File: config.mk
export PLATFORM = sky130hd
export DESIGN_NAME = gfx_fb_nbuf_writer
export DESIGN_NICKNAME = d
export VERILOG_FILES = /design/src/rtl/gfx_fb_nbuf_writer.sv
export SDC_FILE = /design/constraint.sdc
export NUM_CORES = 1
export LEC_CHECK = 0
export BUFFER_PORTS_ARGS = -buffer_cell sky130_fd_sc_hd__buf_2
export CORE_UTILIZATION = 34
export CTS_BUF_LIST = sky130_fd_sc_hd__clkbuf_8
export CTS_CLUSTER_DIAMETER = 40
export CTS_CLUSTER_SIZE = 25
export DETAILED_ROUTE_END_ITERATION = 7
export GPL_TIMING_DRIVEN = 0
export MAX_ROUTING_LAYER = met4
export SYNTH_ARGS = -nofsm -noshare
export SYNTH_HDL_FRONTEND = slang
export SYNTH_SLANG_ARGS = --single-unit
File: constraint.sdc
create_clock -name clk -period 5.4 [get_ports clk]
set_clock_uncertainty 0.05 [all_clocks]
set_input_delay 1.08 -clock clk [delete_from_list [all_inputs] [get_ports clk]]
set_output_delay 1.08 -clock clk [all_outputs]
set_load 0.05 [all_outputs]
File: src/rtl/gfx_fb_nbuf_writer.sv
// N-buffered frame buffer front end: clips and addresses producer pixels, queues them
// to the fb writer and rotates draw/display buffers on a display vsync edge.
module gfx_fb_nbuf_writer #(
    parameter int FB_WIDTH       = 640,
    parameter int FB_HEIGHT      = 480,
    parameter int PIXEL_BITS     = 12,
    parameter int META_BITS      = 4,
    parameter int AXI_ADDR_WIDTH = 20,
    parameter int NUM_BUFS       = 2,
    parameter int FIFO_DEPTH     = 4,
    parameter int VSYNC_POL      = 0
) (
    input  logic                               clk,
    input  logic                               rst_n,
    input  logic [$clog2(FB_WIDTH)-1:0]        gfx_x,
    input  logic [$clog2(FB_HEIGHT)-1:0]       gfx_y,
    input  logic [PIXEL_BITS-1:0]              gfx_color,
    input  logic [META_BITS-1:0]               gfx_meta,
    input  logic                               gfx_valid,
    output logic                               gfx_ready,
    input  logic                               swap_req,
    output logic                               swap_pending,
    output logic                               swap_done,
    input  logic                               disp_vsync,
    output logic [AXI_ADDR_WIDTH-1:0]          wr_addr,
    output logic [PIXEL_BITS+META_BITS-1:0]    wr_data,
    output logic                               wr_valid,
    input  logic                               wr_ready,
    output logic [$clog2(NUM_BUFS)-1:0]        draw_buf,
    output logic [$clog2(NUM_BUFS)-1:0]        disp_buf,
    output logic [AXI_ADDR_WIDTH-1:0]          disp_base,
    output logic [15:0]                        clip_count
);

    localparam int AW    = AXI_ADDR_WIDTH;
    localparam int BW    = $clog2(NUM_BUFS);
    localparam int DW    = PIXEL_BITS + META_BITS;
    localparam int PW    = $clog2(FIFO_DEPTH);
    localparam int FRAME = FB_WIDTH * FB_HEIGHT;

    localparam logic [1:0] ST_DRAW    = 2'd0;
    localparam logic [1:0] ST_DRAIN   = 2'd1;
    localparam logic [1:0] ST_WAIT_VS = 2'd2;

    if (NUM_BUFS < 2 || NUM_BUFS > 3) begin : g_bad_num_bufs
        $error("gfx_fb_nbuf_writer: NUM_BUFS must be 2 or 3");
    end
    if (longint'(NUM_BUFS) * longint'(FRAME) > (longint'(1) << AXI_ADDR_WIDTH)) begin : g_bad_addr_space
        $error("gfx_fb_nbuf_writer: frame buffers do not fit in the SRAM address space");
    end
    if (FIFO_DEPTH < 2 || (FIFO_DEPTH & (FIFO_DEPTH - 1)) != 0) begin : g_bad_fifo_depth
        $error("gfx_fb_nbuf_writer: FIFO_DEPTH must be a power of two >= 2");
    end

    logic [1:0]    state;
    logic [1:0]    state_next;
    logic [AW-1:0] mem_addr [FIFO_DEPTH];
    logic [DW-1:0] mem_data [FIFO_DEPTH];
    logic [PW-1:0] wr_ptr;
    logic [PW-1:0] rd_ptr;
    logic [PW:0]   count;
    logic [PW:0]   count_next;
    logic          fifo_full;
    logic          in_range;
    logic          accept;
    logic          push;
    logic          pop;
    logic [AW-1:0] pix_addr;
    logic          vs_active;
    logic          vs_prev;
    logic          vs_edge;
    logic          rotate;

    always_comb begin
        in_range   = (32'(gfx_x) < FB_WIDTH) && (32'(gfx_y) < FB_HEIGHT);
        accept     = gfx_valid && gfx_ready;
        push       = accept && in_range;
        pop        = wr_valid && wr_ready;
        count_next = count + (PW+1)'(push) - (PW+1)'(pop);
        pix_addr   = AW'(draw_buf) * AW'(FRAME) + AW'(gfx_y) * AW'(FB_WIDTH) + AW'(gfx_x);
        vs_active  = (disp_vsync == 1'(VSYNC_POL));
        vs_edge    = vs_active && !vs_prev;
        rotate     = (state == ST_WAIT_VS) && vs_edge;
    end

    // The DRAIN exit looks only at the registered occupancy, so a vsync edge seen
    // in that same cycle is never counted.
    always_comb begin
        state_next = state;
        case (state)
            ST_DRAW:    if (swap_req) state_next = ST_DRAIN;
            ST_DRAIN:   if (count == '0 && !wr_valid) state_next = ST_WAIT_VS;
            ST_WAIT_VS: if (vs_edge) state_next = ST_DRAW;
            default:    state_next = ST_DRAW;
        endcase
    end

    assign gfx_ready    = (state == ST_DRAW) && !fifo_full;
    assign swap_pending = (state != ST_DRAW);
    assign wr_addr      = mem_addr[rd_ptr];
    assign wr_data      = mem_data[rd_ptr];
    assign disp_base    = AW'(disp_buf) * AW'(FRAME);

    // Queue storage carries no reset; the pointers alone define its contents.
    always_ff @(posedge clk) begin
        if (push) begin
            mem_addr[wr_ptr] <= pix_addr;
            mem_data[wr_ptr] <= {gfx_color, gfx_meta};
        end
    end

    always_ff @(posedge clk or negedge rst_n) begin
        if (!rst_n) begin
            wr_ptr    <= '0;
            rd_ptr    <= '0;
            count     <= '0;
            fifo_full <= 1'b0;
            wr_valid  <= 1'b0;
        end else begin
            if (push) wr_ptr <= wr_ptr + PW'(1);
            if (pop)  rd_ptr <= rd_ptr + PW'(1);
            count     <= count_next;
            fifo_full <= (count_next == (PW+1)'(FIFO_DEPTH));
            wr_valid  <= (count_next != '0);
        end
    end

    always_ff @(posedge clk or negedge rst_n) begin
        if (!rst_n) begin
            clip_count <= '0;
        end else if (accept && !in_range && clip_count != 16'hFFFF) begin
            clip_count <= clip_count + 16'd1;
        end
    end

    always_ff @(posedge clk or negedge rst_n) begin
        if (!rst_n) begin
            state     <= ST_DRAW;
            vs_prev   <= 1'b0;
            swap_done <= 1'b0;
            draw_buf  <= BW'(1);
            disp_buf  <= '0;
        end else begin
            state     <= state_next;
            vs_prev   <= vs_active;
            swap_done <= rotate;
            if (rotate) begin
                disp_buf <= draw_buf;
                draw_buf <= (draw_buf == BW'(NUM_BUFS - 1)) ? '0 : draw_buf + BW'(1);
            end
        end
    end

endmodule

# == Yosys cells after proc, flatten, opt, wreduce, memory -nomap -nowiden ==
# Memories as Yosys holds them, arrays and structs flattened.
# Cells that the tools add are included.
# W data, S select, Z words.
# classes
n_addsub,8
mul,3
n_div,0
magnitude_cmp,2
eq_ne,7
shift,0
muxes,7
n_bitwise,1
n_reduce_logical,19
# op_table
cell,count
$add A20 B10 Y20,1
$add A20 B19 Y20,1
$add A16 B1 Y16 const B,1
$mul A1 B7 Y8 const B,2
$ne A16 B16 Y1 const B,1
$mul A9 B3 Y12 const B,1
$logic_and A1 B1 Y1,10
$lt A10 B10 Y1 const B,1
$lt A9 B9 Y1 const B,1
$mux W2,3
$ne A2 B2 Y1 const B,3
$pmux W2 S3,1
$add A2 B1 Y2 const B,2
$logic_not A1 Y1,4
$add A3 B1 Y3,1
$eq A3 B3 Y1 const B,1
$logic_not A3 Y1,1
$mux W1,3
$reduce_and A3 Y1,1
$reduce_bool A3 Y1,1
$sub A3 B1 Y3,1
$eq A2 B1 Y1 const B,1
$eq A2 B2 Y1 const B,1
$logic_not A2 Y1,1
other kinds (3),3
# totals
ff_bits,31
latch_bits,0
mem_bits_rw,144
rom_bits,0
in_bits,41
out_inout_bits,78
wordCells,60
mem_count,2
# memory_table
memory,depth,width,read_ports,rd_clocked_by_memory_dff,wr,line_no,rtl
mem_addr,4,20,1,0,1,57,logic [AW-1:0] mem_addr [FIFO_DEPTH];
mem_data,4,16,1,0,1,58,logic [DW-1:0] mem_data [FIFO_DEPTH];

# == Logic depth before layout (Yosys ltp) ==
# depth
depth_word,7
depth_mapped,13
depth_no_buf,12

# == Worst setup path after synthesis ==
# OpenSTA, ideal clock, no wires.
# synth_path
path_type,register -> register
startpoint,register state[1]
endpoint,register wr_valid
setup_time_ps,131
arrival_ps,3595
path_slack_ps,1624
path_stages_with_launch,14
n_path_buf,1
synth_period_minus_slack_ps,3776
path_cell_list,dfrtp_1 > or2_2 > nor2_1 > and3_1 > clkbuf_1 > inv_1 > ha_1 > inv_1 > ha_1 > fa_1 > xnor2_1 > xnor2_1 > inv_1 > or3_1
# synth_between
elab_chain_len,7
# synth_rtl
item,line_no,rtl
"start, declared",55,logic [1:0] state;
"start signal, assigned",144,state <= state_next;
$logic_not A2 Y1,98,assign gfx_ready = (state == ST_DRAW) && !fifo_full;
$logic_and A1 B1 Y1,98,
named net gfx_ready,20,"output logic gfx_ready,"
$logic_and A1 B1 Y1,76,accept = gfx_valid && gfx_ready;
$logic_and A1 B1 Y1,77,push = accept && in_range;
$add A3 B1 Y3,79,count_next = count + (PW+1)'(push) - (PW+1)'(pop);
$sub A3 B1 Y3,79,
named net count_next[2],62,logic [PW:0] count_next;
$reduce_bool A3 Y1,124,wr_valid <= (count_next != '0);
"end signal, assigned",124,
"end, declared",27,"output logic wr_valid,"
# The timed path passes the listed nets, and every way through them passes these cells.
# A chain may end at the register's enable or synchronous reset.

# == Final worst setup path ==
# layout_path
startpoint,register rd_ptr[1]
endpoint,output wr_data[9]
# layout_between
elab_chain_len,1
# layout_rtl
item,line_no,rtl
"start, declared",60,logic [PW-1:0] rd_ptr;
"start signal, assigned",121,if (pop) rd_ptr <= rd_ptr + PW'(1);
$mem_v2 Z4 W16,-,
"end, declared",26,"output logic [PIXEL_BITS+META_BITS-1:0] wr_data,"
# Every way passes these cells.

==> flow_summary.toml <==
[outcome]
outcome = "complete, no violations"

[cts]
clk_pin_slew_ns = 0.09
cts_tree = "yes"
htree_levels = 4
clock_sinks = 175
clk_latency_ns = 0.45
cts_buffers = 17
clk_path_buf_depth = 2
root_buffer = "clkbuf_8"
hold_buffers = 0
cts_resized = 0
post-cts-setup-buffer-count = 0

[critical_path]
crit_arrival_ns = 2.54
cp_max_fo = 10
worstPathRequired_ns = 4.27
endpoint_kind = "primary output"
path_class = "flip-flop to primary output"
worstReg2RegStart = "state[1]"
ff2ff_setup_slack_ns = 2.19
crit_path_start_kind = "flip-flop"
rr_worst_depth = 13
reg2reg_to = "wr_valid"

[routing]
via_per_inst = 4.667
first_pass_iters = 4
wl_um = 14010
vias = 3967
route.detailed.drc = 0
wl_per_cell_um = 16.48
drtAntennaViolNets = 0
drt-initial-drc-count = 212

[hold_path]
hold_path_end = "state[0]"
hold_depth = 1
hold_start = "state[1]"
hold_class = "flip-flop to flip-flop"

[layout]
nets = 632
drive_gt1_share_pct = 37.52
layout_commonest_cell = "edfxtp_1"
syn_to_final_growth_pct = 18.47
layout_common_cells = "edfxtp_1 (144), buf_2 (105), mux4_2 (36)"
fill_cells = 1925
post-route-util_pct = 41.66

[synth]
synth_top_family_by_area = "multiplexers"
synthCells = 420
synth.cell_area_um2 = 7486
ys_types = 48
ys.flop_type = "edfxtp_1"
synthMuxAreaShare_pct = 11.27
ys_warn_count = 0
synth_fa_ha_area_share_pct = 5.482
synth_compound_area_share_pct = 2.507
yosys.area_share.simple_pct = 5.048
synth-edff-count = 144
synth-xor-area-share_pct = 4.095
avgSynthCellArea_um2 = 17.82
synth_seq_cells = 175
async_flop_share_pct = 17.71
seq_area_frac_synth_pct = 68.14

[place]
dpl.hpwl_um = 9619
gp_congestion = 0.7511
pre_cts_slack_ns = 1.201
io_buffer_count = 102

[sta]
fmax_mhz = 272.5
hold_viol = 0
drv_slew = 0
fin_crit_sh_pct = 67.96
fin_crit_ns = 3.670
fin_ws_ns = 1.730
setup_viol_count_final = 0
setup_tns_ns = 0
tightest_slew_ns = 0.8610
rsz0062_at_grt = "no"
relSlewSlack_pct = 42.60

[global_routing]
grt_start_max_net_pins = 32
grt-ovfl-total = 0
grt_pass1_vias = 4242
grt_pass1_wl_um = 22220
antenna_found_initial = 2
grt_usage_pct = 13.65

[floorplan]
die_y_um = 150.4
pin_count = 119
die_area_um2 = 22610
row_count = 53
die_x_um = 150.4
start_util_pct = 35.17
fp.coreArea_um2 = 21290

[power]
leakage_uw = 0.003384
p_per_area_nw_per_um2 = 461.4
ir_drop_mv = 0.1609

[flow_run]
maxCapViolCount = 0
worst max-delay path by stage:
stage                          from        endpoint  slack, ns  depth (start not counted)
after floorplan            state[1]        wr_valid       1.62                         13
after global placement     gfx_x[8]  mem_data[0][4]       1.00                          6
after detailed placement   gfx_x[8]        wr_valid       1.20                         14
after CTS                 rd_ptr[1]      wr_data[9]       1.62                          4
after global routing       gfx_x[8]        wr_valid       1.50                         14
final                     rd_ptr[1]      wr_data[9]       1.73                          4
Yosys cell counts, types with 2 or more instances:
cell type  number  area, µm²
nor2b_1         5      31.28
mux2_2          2      22.52
and3_2          2      15.01
a31oi_1         3      18.77
inv_1          15      56.30
or2_2           3      18.77
buf_4          20      150.1
a21oi_1         4      20.02
and2_1          5      31.28
xnor2_1        26      227.7
edfxtp_1      144       4324
buf_2           3      15.01
nor3_1          6      30.03
and3_1          3      18.77
ha_1           28      350.3
fa_1            3      60.06
nand2_1        11      41.29
xor2_1          9      78.83
mux4_2         36      810.8
nand2b_1        3      18.77
nand3_1         8      40.04
o21ai_0         5      25.02
dfrtp_1        30      750.7
o21a_1          3      22.52
nand4_1         5      31.28
nor2_1         11      41.29
clkbuf_1        6      22.52
report_power, final:
part	internal (µW)	total [µW]	switching, µW	leakage (µW)
Clock	343	866	522	0.000196
Sequential	1580	1620	43.8	0.00169
Combinational	509	1600	1100	0.00150
kinds of logic after synthesis:
group                    Yosys count
AO/OA/AOI/OAI                     25
flip-flops                       175
adder cells (fa/ha/maj)           31
buffers and inverters             45
multiplexers                      39
AND/OR/NAND/NOR                   69
other                              1
XOR/XNOR                          35
through the flow:
stage | total power, µW | hold slack (ns) | cells | cell area (µm²)
finish | 4092 | 0.4363 | 850 | 8869
global route | 4307 | 0.4683 | 850 | 8869
CTS | 4154 | 0.4381 | 848 | 8864
detailed placement | 3282 | 0.4261 | 816 | 8482
global placement | 3256 | 0.4064 | 812 | 8397
floorplan | 2920 | 0.3893 | 435 | 7542
critical path, cell delays in order, from the launching register on:
cell and delay [ns]:
dfrtp_1 0.33, clkbuf_1 0.49, clkbuf_1 0.62, mux4_2 0.42
buf_2 0.23
sequential cells by signal (all words and copies together), names as in the netlist:
signal	count
clip_count	16
count	3
disp_buf	1
draw_buf	1
fifo_full	1
mem_addr	80
mem_data	64
rd_ptr	2
state	2
swap_done	1
vs_prev	1
wr_ptr	2
wr_valid	1
routing by layer:
metal	wire length (µm)	part of all wire (%)	global-route usage [%]	up-vias
met3	900	6.4	4.242	17
met2	6866	49	22.12	99
met1	6047	43	16.05	1975
met5	0	0	-	-
met4	192	1.4	4.697	0
li1	-	-	-	1876
area by class of cell:
cell class / instances / area (µm²) / area share (%)
Antenna cell: 2 / 5.005 / 0.05643
Buffer: 30 / 198.9 / 2.243
Clock buffer: 17 / 234.0 / 2.638
Clock inverter: 15 / 147.6 / 1.665
Inverter: 15 / 56.30 / 0.6349
Multi-Input combinational cell: 215 / 2191 / 24.70
Sequential cell: 175 / 5101 / 57.52
Tap cell: 275 / 344.1 / 3.880
Timing Repair Buffer: 106 / 590.6 / 6.659
Power figures use the tool's default switching activity.
